$ cat src/rtl/pulse_seq_pkg.sv
// Shared types, defaults and next-phase helper for the pulse_seq phase ring.
package pulse_seq_pkg;

  typedef enum logic [1:0] {RUN, WAIT_MEM, HALT} state_e;

  localparam int unsigned DEF_N_PHASE = 8;
  localparam int unsigned DEF_TIMEOUT = 255;
  localparam int unsigned MAX_PHASE   = 16;

  // First phase after idx (mod n_phase) whose skip bit is clear; phase 0 always qualifies.
  function automatic logic [3:0] next_active(input logic [3:0]  idx,
                                             input logic [15:0] skip_mask,
                                             input int unsigned n_phase);
    logic [3:0]  res;
    logic        found;
    int unsigned q;
    res   = '0;
    found = 1'b0;
    for (int unsigned k = 1; k <= MAX_PHASE; k++) begin
      q = 32'(idx) + k;
      if (q >= n_phase) q = q - n_phase;
      if (!found && k <= n_phase && (q == 0 || !skip_mask[q[3:0]])) begin
        res   = q[3:0];
        found = 1'b1;
      end
    end
    return res;
  endfunction

endpackage

$ cat src/rtl/pulse_seq_wdog.sv
// Saturating memory-reply watchdog; hit fires in the cycle the count reaches TIMEOUT.
module pulse_seq_wdog #(
  parameter int unsigned TIMEOUT = 255,
  parameter int unsigned TW      = 16
) (
  input  logic clk,
  input  logic resetn,
  input  logic clr,
  input  logic en,
  output logic hit
);

  logic [TW-1:0] cnt_q, cnt_d, cnt_inc;

  always_comb begin
    cnt_inc = cnt_q + TW'(1);
    cnt_d   = cnt_q;
    hit     = en && (cnt_inc == TW'(TIMEOUT));
    if (clr)                   cnt_d = '0;
    else if (en && cnt_q != '1) cnt_d = cnt_inc;
  end

  always_ff @(posedge clk) begin
    if (!resetn) cnt_q <= '0;
    else         cnt_q <= cnt_d;
  end

endmodule

$ cat src/rtl/pulse_seq.sv
// One-hot phase ring with start/mem-read gating, skip masks, reply watchdog and halt.
// Optional PULSE_SEQ_STEP_EN adds step_mode_from_pnl (every phase waits for start).
module pulse_seq
  import pulse_seq_pkg::*;
#(
  parameter int unsigned N_PHASE = DEF_N_PHASE,
  parameter int unsigned PW      = $clog2(N_PHASE),
  parameter int unsigned TIMEOUT = DEF_TIMEOUT,
  parameter int unsigned TW      = 16
) (
  input  logic               clk,
  input  logic               resetn,
  input  logic               clear_pu_from_pnl,
  input  logic               start_pulse_from_io,
  input  logic               mem_read_reply_from_mem,
`ifdef PULSE_SEQ_STEP_EN
  input  logic               step_mode_from_pnl,
`endif
  input  logic [N_PHASE-1:0] wait_start_mask_from_op,
  input  logic [N_PHASE-1:0] mem_read_mask_from_op,
  input  logic [N_PHASE-1:0] skip_mask_from_op,
  output logic [N_PHASE-1:0] at_phase,
  output logic [N_PHASE-1:0] entering_phase,
  output logic               mem_read_to_mem,
  output logic               mem_accept,
  output logic               operate_pulse_to_op,
  output logic               cycle_done,
  output logic               timeout_err_to_pnl,
  output logic [PW-1:0]      pu_state_to_pnl
);

  state_e        state_q, state_d;
  logic [PW-1:0] phase_q, phase_d, nxt;
  logic          entry_q, entry_d;
  logic          wait_hold_q, wait_hold_d;
  logic          read_hold_q, read_hold_d;
  logic          outstanding_q, outstanding_d;
  logic          reply_seen_q, reply_seen_d;
  logic          err_q, err_d;
  logic          step_mode, active, wait_eff, read_eff, mem_req, accept;
  logic          mem_ok, start_ok, advance, wd_clr, wd_en, wd_hit;

`ifdef PULSE_SEQ_STEP_EN
  assign step_mode = step_mode_from_pnl;
`else
  assign step_mode = 1'b0;
`endif

  pulse_seq_wdog #(.TIMEOUT(TIMEOUT), .TW(TW)) u_wdog (
    .clk    (clk),
    .resetn (resetn),
    .clr    (wd_clr),
    .en     (wd_en),
    .hit    (wd_hit)
  );

  // Masks are live in the entry cycle and taken from the hold flops afterwards.
  always_comb begin
    active   = resetn && !clear_pu_from_pnl && (state_q != HALT);
    wait_eff = (entry_q ? wait_start_mask_from_op[phase_q] : wait_hold_q) | step_mode;
    read_eff = entry_q ? mem_read_mask_from_op[phase_q] : read_hold_q;
    mem_req  = active && entry_q && read_eff;
    accept   = active && mem_read_reply_from_mem && outstanding_q;
    mem_ok   = !read_eff || reply_seen_q || accept;
    start_ok = !wait_eff || start_pulse_from_io;
    advance  = active && mem_ok && start_ok;
    nxt      = PW'(next_active(4'(phase_q), 16'(skip_mask_from_op), N_PHASE));
    wd_clr   = clear_pu_from_pnl || mem_req;
    wd_en    = active && (state_q == WAIT_MEM) && !accept;
  end

  always_comb begin
    state_d       = state_q;
    phase_d       = phase_q;
    entry_d       = entry_q;
    wait_hold_d   = wait_hold_q;
    read_hold_d   = read_hold_q;
    outstanding_d = outstanding_q;
    reply_seen_d  = reply_seen_q;
    err_d         = err_q;
    if (clear_pu_from_pnl) begin
      state_d       = RUN;
      phase_d       = '0;
      entry_d       = 1'b1;
      wait_hold_d   = 1'b0;
      read_hold_d   = 1'b0;
      outstanding_d = 1'b0;
      reply_seen_d  = 1'b0;
      err_d         = 1'b0;
    end else if (state_q != HALT) begin
      if (entry_q) begin
        entry_d     = 1'b0;
        wait_hold_d = wait_start_mask_from_op[phase_q];
        read_hold_d = mem_read_mask_from_op[phase_q];
      end
      if (mem_req) begin
        outstanding_d = 1'b1;
        state_d       = WAIT_MEM;
      end
      if (accept) begin
        outstanding_d = 1'b0;
        reply_seen_d  = 1'b1;
        state_d       = RUN;
      end
      if (wd_hit) begin
        outstanding_d = 1'b0;
        err_d         = 1'b1;
        state_d       = HALT;
      end
      if (advance) begin
        phase_d      = nxt;
        entry_d      = 1'b1;
        reply_seen_d = 1'b0;
      end
    end
  end

  always_ff @(posedge clk) begin
    if (!resetn) begin
      state_q       <= RUN;
      phase_q       <= '0;
      entry_q       <= 1'b1;
      wait_hold_q   <= 1'b0;
      read_hold_q   <= 1'b0;
      outstanding_q <= 1'b0;
      reply_seen_q  <= 1'b0;
      err_q         <= 1'b0;
    end else begin
      state_q       <= state_d;
      phase_q       <= phase_d;
      entry_q       <= entry_d;
      wait_hold_q   <= wait_hold_d;
      read_hold_q   <= read_hold_d;
      outstanding_q <= outstanding_d;
      reply_seen_q  <= reply_seen_d;
      err_q         <= err_d;
    end
  end

  always_comb begin
    at_phase                = '0;
    at_phase[phase_q]       = 1'b1;
    entering_phase          = '0;
    if (advance) entering_phase[nxt] = 1'b1;
    mem_read_to_mem         = mem_req;
    mem_accept              = accept;
    operate_pulse_to_op     = active && (phase_q == PW'(N_PHASE - 1));
    cycle_done              = advance && (nxt == '0);
    timeout_err_to_pnl      = err_q;
    pu_state_to_pnl         = phase_q;
  end

endmodule

$ cat config.mk
export PLATFORM = sky130hd
export DESIGN_NAME = pulse_seq
export DESIGN_NICKNAME = d
export VERILOG_FILES = /design/src/rtl/pulse_seq_pkg.sv /design/src/rtl/pulse_seq_wdog.sv /design/src/rtl/pulse_seq.sv
export SDC_FILE = /design/constraint.sdc
export NUM_CORES = 1
export LEC_CHECK = 0
export ABC_CLOCK_PERIOD_IN_PS = 4480
export CAP_MARGIN = 20
export CORE_MARGIN = 1
export CORE_UTILIZATION = 50
export DETAILED_ROUTE_END_ITERATION = 12
export HOLD_SLACK_MARGIN = 0.1
export PLACE_DENSITY = 0.8
export SYNTH_ARGS = -nofsm -noshare
export SYNTH_HDL_FRONTEND = slang
export SYNTH_SLANG_ARGS = --single-unit
export TNS_END_PERCENT = 50
$ cat constraint.sdc
create_clock -name clk -period 4.48 [get_ports clk]
set_input_delay 0.896 -clock clk [delete_from_list [all_inputs] [get_ports clk]]
set_output_delay 0.896 -clock clk [all_outputs]
set_load 0.02 [all_outputs]
# [After elaboration in Yosys (flattened, before gate mapping)]
# Index checks and enable logic that the tools add are counted.
[op_classes] add_sub_neg=17 n_lt_le_gt_ge=20 eq_ne=5 mux=59 n_bitwise=1 reduce_logical=71
[ops] op="32-bit zero test" count=8
[ops] op="32-bit two-way mux" count=8
[ops] op="4-bit by 5-bit < comparator with 1-bit output (second input constant)" count=8
[ops] op="4-bit by 4-bit subtractor with 5-bit output (second input constant)" count=7
[ops] op="1-bit binary-select mux with 4-bit select" count=8
[ops] op="4-bit >= comparator (second input constant)" count=7
[ops] op="1-bit two-way mux" count=27
[ops] op="3-bit two-way mux" count=8
[ops] op="1-bit logical AND" count=23
[ops] op="1-bit zero test" count=19
[ops] op="16-bit by 1-bit adder with 16-bit output (second input constant)" count=1
[ops] op="3-bit by 3-bit adder with 4-bit output (second input constant)" count=4
[ops] op="16-bit by 8-bit == test with 1-bit output (second input constant)" count=1
[ops] op="16-bit != test (second input constant)" count=1
[ops] op="1-bit logical OR" count=12
[ops] op="3-bit by 2-bit adder with 4-bit output (second input constant)" count=2
[ops] op="3-bit by 4-bit < comparator with 1-bit output (second input constant)" count=2
[ops] op="8-bit two-way mux" count=1
[ops] op="2-bit AND reduction" count=4
[ops] op="1-bit binary-select mux with 3-bit select" count=2
[ops] op="1-bit demux with 3-bit select" count=2
[ops] op="3-bit by 1-bit >= comparator with 1-bit output (second input constant)" count=2
[ops] op="2-bit two-way mux" count=3
[ops] op="5-bit by 4-bit subtractor with 6-bit output (second input constant)" count=1
[ops] op="other kinds (11)" count=12
[word_totals] ff_bits=27 input_bits=29 out_inout_bits=24 wordCells=182

# [Logic depth before layout (Yosys ltp)]
# Gate-level depths: netlist of run 1.
[depth] word_depth=34 mapped_depth=14 depth_no_buf=12

# [Cells and area by module]
# A second synthesis of run 1 with hierarchy kept.
[hier_totals] cells_unflattened=332 area_unflattened_um2=2743.9
[modules_own_cells] mod="pulse_seq" instances=1 cells_each=203 area_each_um2=1710.4 seq_area_each_um2=200.2
[modules_own_cells] mod="pulse_seq_wdog" instances=1 cells_each=129 area_each_um2=1033.5 seq_area_each_um2=320.3

# [Worst setup path before layout of run 1]
# No wires, ideal clock.
[synth_timing] path_type="register to output" start="register phase_q[1], in the netlist pu_state_to_pnl[1]" end="output port cycle_done" t_arrival_ns=3.466 required_ns=3.584 path_slack_ns=0.118 path_stages_with_launch=13 path_buffers=2 cell_sequence="dfxtp_1 -> buf_6 -> clkbuf_1 -> inv_1 -> ha_1 -> nor2b_1 -> a221o_1 -> o2111ai_4 -> nor4b_4 -> a22oi_1 -> a32oi_2 -> o211ai_1 -> nor2_1"
[synth_between] elab_chain_cells=31 word_cells_on_any_way=116 cone_classes="add/sub: 16; order compare: 8; mux: 45; reduce/logical: 47"
[synth_rtl] item="start, declared" line="pulse_seq.sv:33" rtl="logic [PW-1:0] phase_q, phase_d, nxt;"
[synth_rtl] item="start signal, assigned" line="pulse_seq.sv:130" rtl="phase_q <= phase_d;"
[synth_rtl] item="3-bit by 1-bit adder with 4-bit output" line="pulse_seq_pkg.sv:20" rtl="q = 32'(idx) + k;"
[synth_rtl] item="4-bit by 4-bit subtractor with 5-bit output / 4-bit >= comparator (equally long branches)" line="pulse_seq_pkg.sv:21" rtl="if (q >= n_phase) q = q - n_phase;"
[synth_rtl] item="32-bit two-way mux" line="pulse_seq_pkg.sv:21"
[synth_rtl] item="1-bit binary-select mux with 4-bit select" line="pulse_seq_pkg.sv:22" rtl="if (!found && k <= n_phase && (q == 0 || !skip_mask[q[3:0]])) begin"
[synth_rtl] item="1-bit two-way mux (not written as such)" line="pulse_seq_pkg.sv:22"
[synth_rtl] item="1-bit zero test" line="pulse_seq_pkg.sv:22"
[synth_rtl] item="1-bit logical OR" line="pulse_seq_pkg.sv:22"
[synth_rtl] item="1-bit two-way mux" line="pulse_seq_pkg.sv:22"
[synth_rtl] item="[... 15 more ...]"
[synth_rtl] item="1-bit zero test" line="pulse_seq_pkg.sv:22"
[synth_rtl] item="1-bit logical AND" line="pulse_seq_pkg.sv:22"
[synth_rtl] item="1-bit two-way mux" line="pulse_seq_pkg.sv:22"
[synth_rtl] item="1-bit zero test" line="pulse_seq_pkg.sv:22"
[synth_rtl] item="1-bit logical AND" line="pulse_seq_pkg.sv:22"
[synth_rtl] item="3-bit two-way mux" line="pulse_seq_pkg.sv:22"
[synth_rtl] item="3-bit zero test" line="pulse_seq.sv:148" rtl="cycle_done = advance && (nxt == '0);"
[synth_rtl] item="1-bit logical AND (*)" line="pulse_seq.sv:148"
[synth_rtl] item="end, declared" line="pulse_seq.sv:27" rtl="output logic cycle_done,"
# Every way passes the cells marked *; elsewhere a longest branch is shown, timed or not. The select of a mux whose other input is x is not followed.

# [Final worst setup path of run 1]
[layout_timing] start="register phase_q[2], in the netlist pu_state_to_pnl[2]" end="output port entering_phase[5]"
[layout_between] elab_chain_cells=34 word_cells_on_any_way=120 cone_classes="add/sub: 16; order compare: 10; mux: 48; reduce/logical: 46"
[layout_rtl] item="3-bit by 1-bit adder with 4-bit output" line="pulse_seq_pkg.sv:20"
[layout_rtl] item="4-bit by 4-bit subtractor with 5-bit output / 4-bit >= comparator (equally long branches)" line="pulse_seq_pkg.sv:21"
[layout_rtl] item="32-bit two-way mux" line="pulse_seq_pkg.sv:21"
[layout_rtl] item="1-bit binary-select mux with 4-bit select" line="pulse_seq_pkg.sv:22"
[layout_rtl] item="1-bit two-way mux (not written as such)" line="pulse_seq_pkg.sv:22"
[layout_rtl] item="1-bit zero test" line="pulse_seq_pkg.sv:22"
[layout_rtl] item="1-bit logical OR" line="pulse_seq_pkg.sv:22"
[layout_rtl] item="1-bit two-way mux" line="pulse_seq_pkg.sv:22"
[layout_rtl] item="[... 18 more ...]"
[layout_rtl] item="1-bit zero test" line="pulse_seq_pkg.sv:22"
[layout_rtl] item="1-bit logical AND" line="pulse_seq_pkg.sv:22"
[layout_rtl] item="3-bit two-way mux" line="pulse_seq_pkg.sv:22"
[layout_rtl] item="3-bit by 4-bit < comparator with 1-bit output (not written as such) / 3-bit by 1-bit >= comparator with 1-bit output (equally long branches)" line="pulse_seq.sv:144" rtl="if (advance) entering_phase[nxt] = 1'b1;"
[layout_rtl] item="1-bit logical AND (not written as such)" line="pulse_seq.sv:144"
[layout_rtl] item="1-bit two-way mux (not written as such)" line="pulse_seq.sv:144"
[layout_rtl] item="1-bit demux with 3-bit select" line="pulse_seq.sv:144"
[layout_rtl] item="8-bit two-way mux (*)" line="pulse_seq.sv:144"
[layout_rtl] item="end, declared" line="pulse_seq.sv:23" rtl="output logic [N_PHASE-1:0] entering_phase,"
# Marks and branches as above.

==> metrics.txt, run 1 <==
Finished Cell Area 3533 um2; post-layout net count 444; Final setup viols 0; CTS tree built; number of diodes 0; Post-synth EDFFs 0; status complete, no violations; DRT iter0 DRCs 179; CP max-delay cell dfxtp_1; Fin Hold WS 0.4809 ns; Tightest Pin Transition 0.7744 ns; initial antenna violation count 0; min Tclk post-route 4.306 ns; Tcrit/Tclk final 0.9611; largest net degree at the start of global routing 31; slowest stage delay, CP 0.48 ns; total negative setup slack 0 ns; register bit count reported by yosys 26; final cell count without fillers 468; detailed placement HPWL 5.527 mm; dpl ws -0.3693 ns; Peak Freq 232.2 MHz; leakage power 1.435 nW; Die H 74.49 um; Max Cap Viol 0; clock sinks 26; fraction of registers with async set/reset 0; critical-path cell list inv_1, ha_1, ha_1, and2_1, a32o_2, buf_4, inv_1, nor4b_4, buf_4, o21a_1, a21oi_2, a31o_2, nor2_1, clkdlybuf4s15_2; htree depth 1; most used flip-flop cell after synthesis dfxtp_1; Pwr Total 0.8323 mW; RSZ-0062 raised after global routing false; Largest delay share family, worst path buffers and inverters; Die W 74.49 um; worst clock skew 0.007435 ns; DP Area 3435 um2; drt total wl 7.130 mm; later-pin clock latency in the skew report 0.28 ns; maximum vdd drop 0.1812 mV; crit path max fanout 5; CTS Buf Count 3; WP buf/inv 5; multi-input logic area 2032 um2; R2R Path Start pu_state_to_pnl[2]; CTS Hold Bufs 0; first-pass GRT wire length 11.21 mm; GRT Residual Overflow 0; Req. time, crit path 3.58 ns; number of global-route vias before repair 2442; Crit Path Class reg -> out; Worst Path Arrival 3.41 ns; IO buf count 52; clock-pin slew of the registers on the worst-case setup and hold paths 0.09 ns; wire length per cell 15.24 um; Core Box Area 5075 um2; drc violations 0; crit end category output pin; global placer's final weighted congestion 0.8897; die area 5549 um2; Ports 53; setup ws final 0.1742 ns; Starting Density 0.5178; Warnings, synthesis 0; fill count 437; Area Growth Syn to Fin 34.48%; Final Max Tran Viols 0; total track usage 0.2604; Critical Path Start Type flop; FF-to-FF setup slack 1.56 ns; Rows 26; sequential area share after synthesis 0.1981; syn_area_per_cell 8.237 um2; Final Hold Vio Count 0; DR vias/cell 5.803; total power density per cell area 235.6 nW/um2; Initial DRT Pass Iterations 4; fraction of layout cells with a size suffix above 1 0.2035; Setup crit start pu_state_to_pnl[2]; Root Buffer clkbuf_8; fin util 0.6963; Rel. slew slack 0.4798; count of different cell masters after synthesis 63; Mapped Area 2628 um2; Antenna Violating Nets Remaining 0; syn_nets 364; Hold Path Origin timeout_err_to_pnl; Placed Cells incl. Taps 463; Vias 2716; register area 520.5 um2; deepest clock path buffer count 2; min-delay worst type reg -> reg; synthesized netlist cell count 319
[cell usage in the layout (no fill, tap or decap), types with 4 or more instances in the layout]
| cell type | n |
|---|---|
| nor2_1 | 47 |
| buf_4 | 36 |
| clkdlybuf4s50_1 | 35 |
| nand2_1 | 30 |
| dfxtp_1 | 26 |
| ha_1 | 15 |
| inv_1 | 13 |
| xor2_1 | 13 |
| nor2b_1 | 10 |
| mux4_2 | 9 |
| nand3_1 | 9 |
| a21oi_1 | 9 |
| o21ai_0 | 8 |
| nand4_1 | 8 |
| dlymetal6s2s_1 | 8 |
| and2_1 | 7 |
| nand2b_1 | 6 |
| xnor2_1 | 6 |
| nor3_1 | 6 |
| mux2_2 | 5 |
| a221o_1 | 4 |
| o21a_1 | 4 |
| clkbuf_8 | 4 |
[synth_stat cells, types with 4 or more instances]
master    number  area share
nor2_1        48       0.069
nand2_1       31       0.044
dfxtp_1       26        0.20
ha_1          16       0.076
inv_1         13       0.019
xor2_1        13       0.043
a21oi_1       10       0.019
nor2b_1       10       0.024
mux4_2         9       0.077
nand3_1        9       0.017
clkbuf_1       8       0.011
nand4_1        8       0.019
o21ai_0        8       0.015
and2_1         7       0.017
nand2b_1       6       0.014
nor3_1         6       0.011
xnor2_1        6       0.020
mux2_2         5       0.021
a221o_1        4       0.015
o21a_1         4       0.011
[power by group]
group	leakage, nW	internal [mW]	switching [mW]
sequential	0.210	0.235	0.00450
clock	0.0288	0.0787	0.0757
combinational	1.20	0.217	0.222
[cell type report]
cell class	count	share of cell area
flip-flops and latches	26	0.1473
well taps	70	0.02479
inverters	13	0.01381
multi-input cells	268	0.5751
repair buffers	87	0.2234
clock buffers	4	0.01558
[sequential cells by signal, summed over array words and instances (netlist names)]
register,cells
wait_hold_q,1
u_wdog.cnt_q,16
reply_seen_q,1
state_q,2
entry_q,1
timeout_err_to_pnl,1
read_hold_q,1
pu_state_to_pnl,3
[cell families after synthesis]
| group | Yosys count | share of synthesized area |
|---|---|---|
| flops | 26 | 0.1981 |
| compound gates | 69 | 0.2114 |
| mux | 18 | 0.1200 |
| simple gates | 146 | 0.2862 |
| fa+ha+maj | 16 | 0.07619 |
| buf+inv | 25 | 0.04476 |
| xor+xnor | 19 | 0.06333 |
[final timing paths]
check                        to  cells after the start
max           entering_phase[5]                     14
min          timeout_err_to_pnl                      1
max reg2reg  pu_state_to_pnl[2]                     11
min reg2reg  timeout_err_to_pnl                      1
[what timing repair did]
| item | CTS | global route |
|---|---|---|
| setup endpoints to repair | 9 | 9 |
| setup buffers | 0 | 1 |
| gates resized for setup | 23 | 24 |
| gates cloned | 0 | 0 |
| pin swaps | 1 | 7 |
[layer usage]
metal,GRT usage,vias to the layer above,share of wire
met1,0.3467,1307,0.46
li1,-,1330,-
met5,0,-,0
met4,0.03564,0,0.0062
met2,0.4575,70,0.49
met3,0.03659,9,0.037
[worst reg2reg max path: stages, from the launching register on]
cell      delay, ns
dfxtp_1        0.48
inv_1          0.18
ha_1           0.27
ha_1           0.32
and2_1         0.17
a32o_2         0.27
nand2b_4       0.14
a21boi_0       0.13
a221o_1        0.36
a32oi_2        0.26
buf_4          0.15
o21ai_0        0.07
Power figures use the tool's default switching activity.
==> run 2, diff against run 1 <==
CAP_MARGIN = default   (was 20)
==> results of run 2 <==
The final DEF is identical to that of run 1; final timing and power are the same.
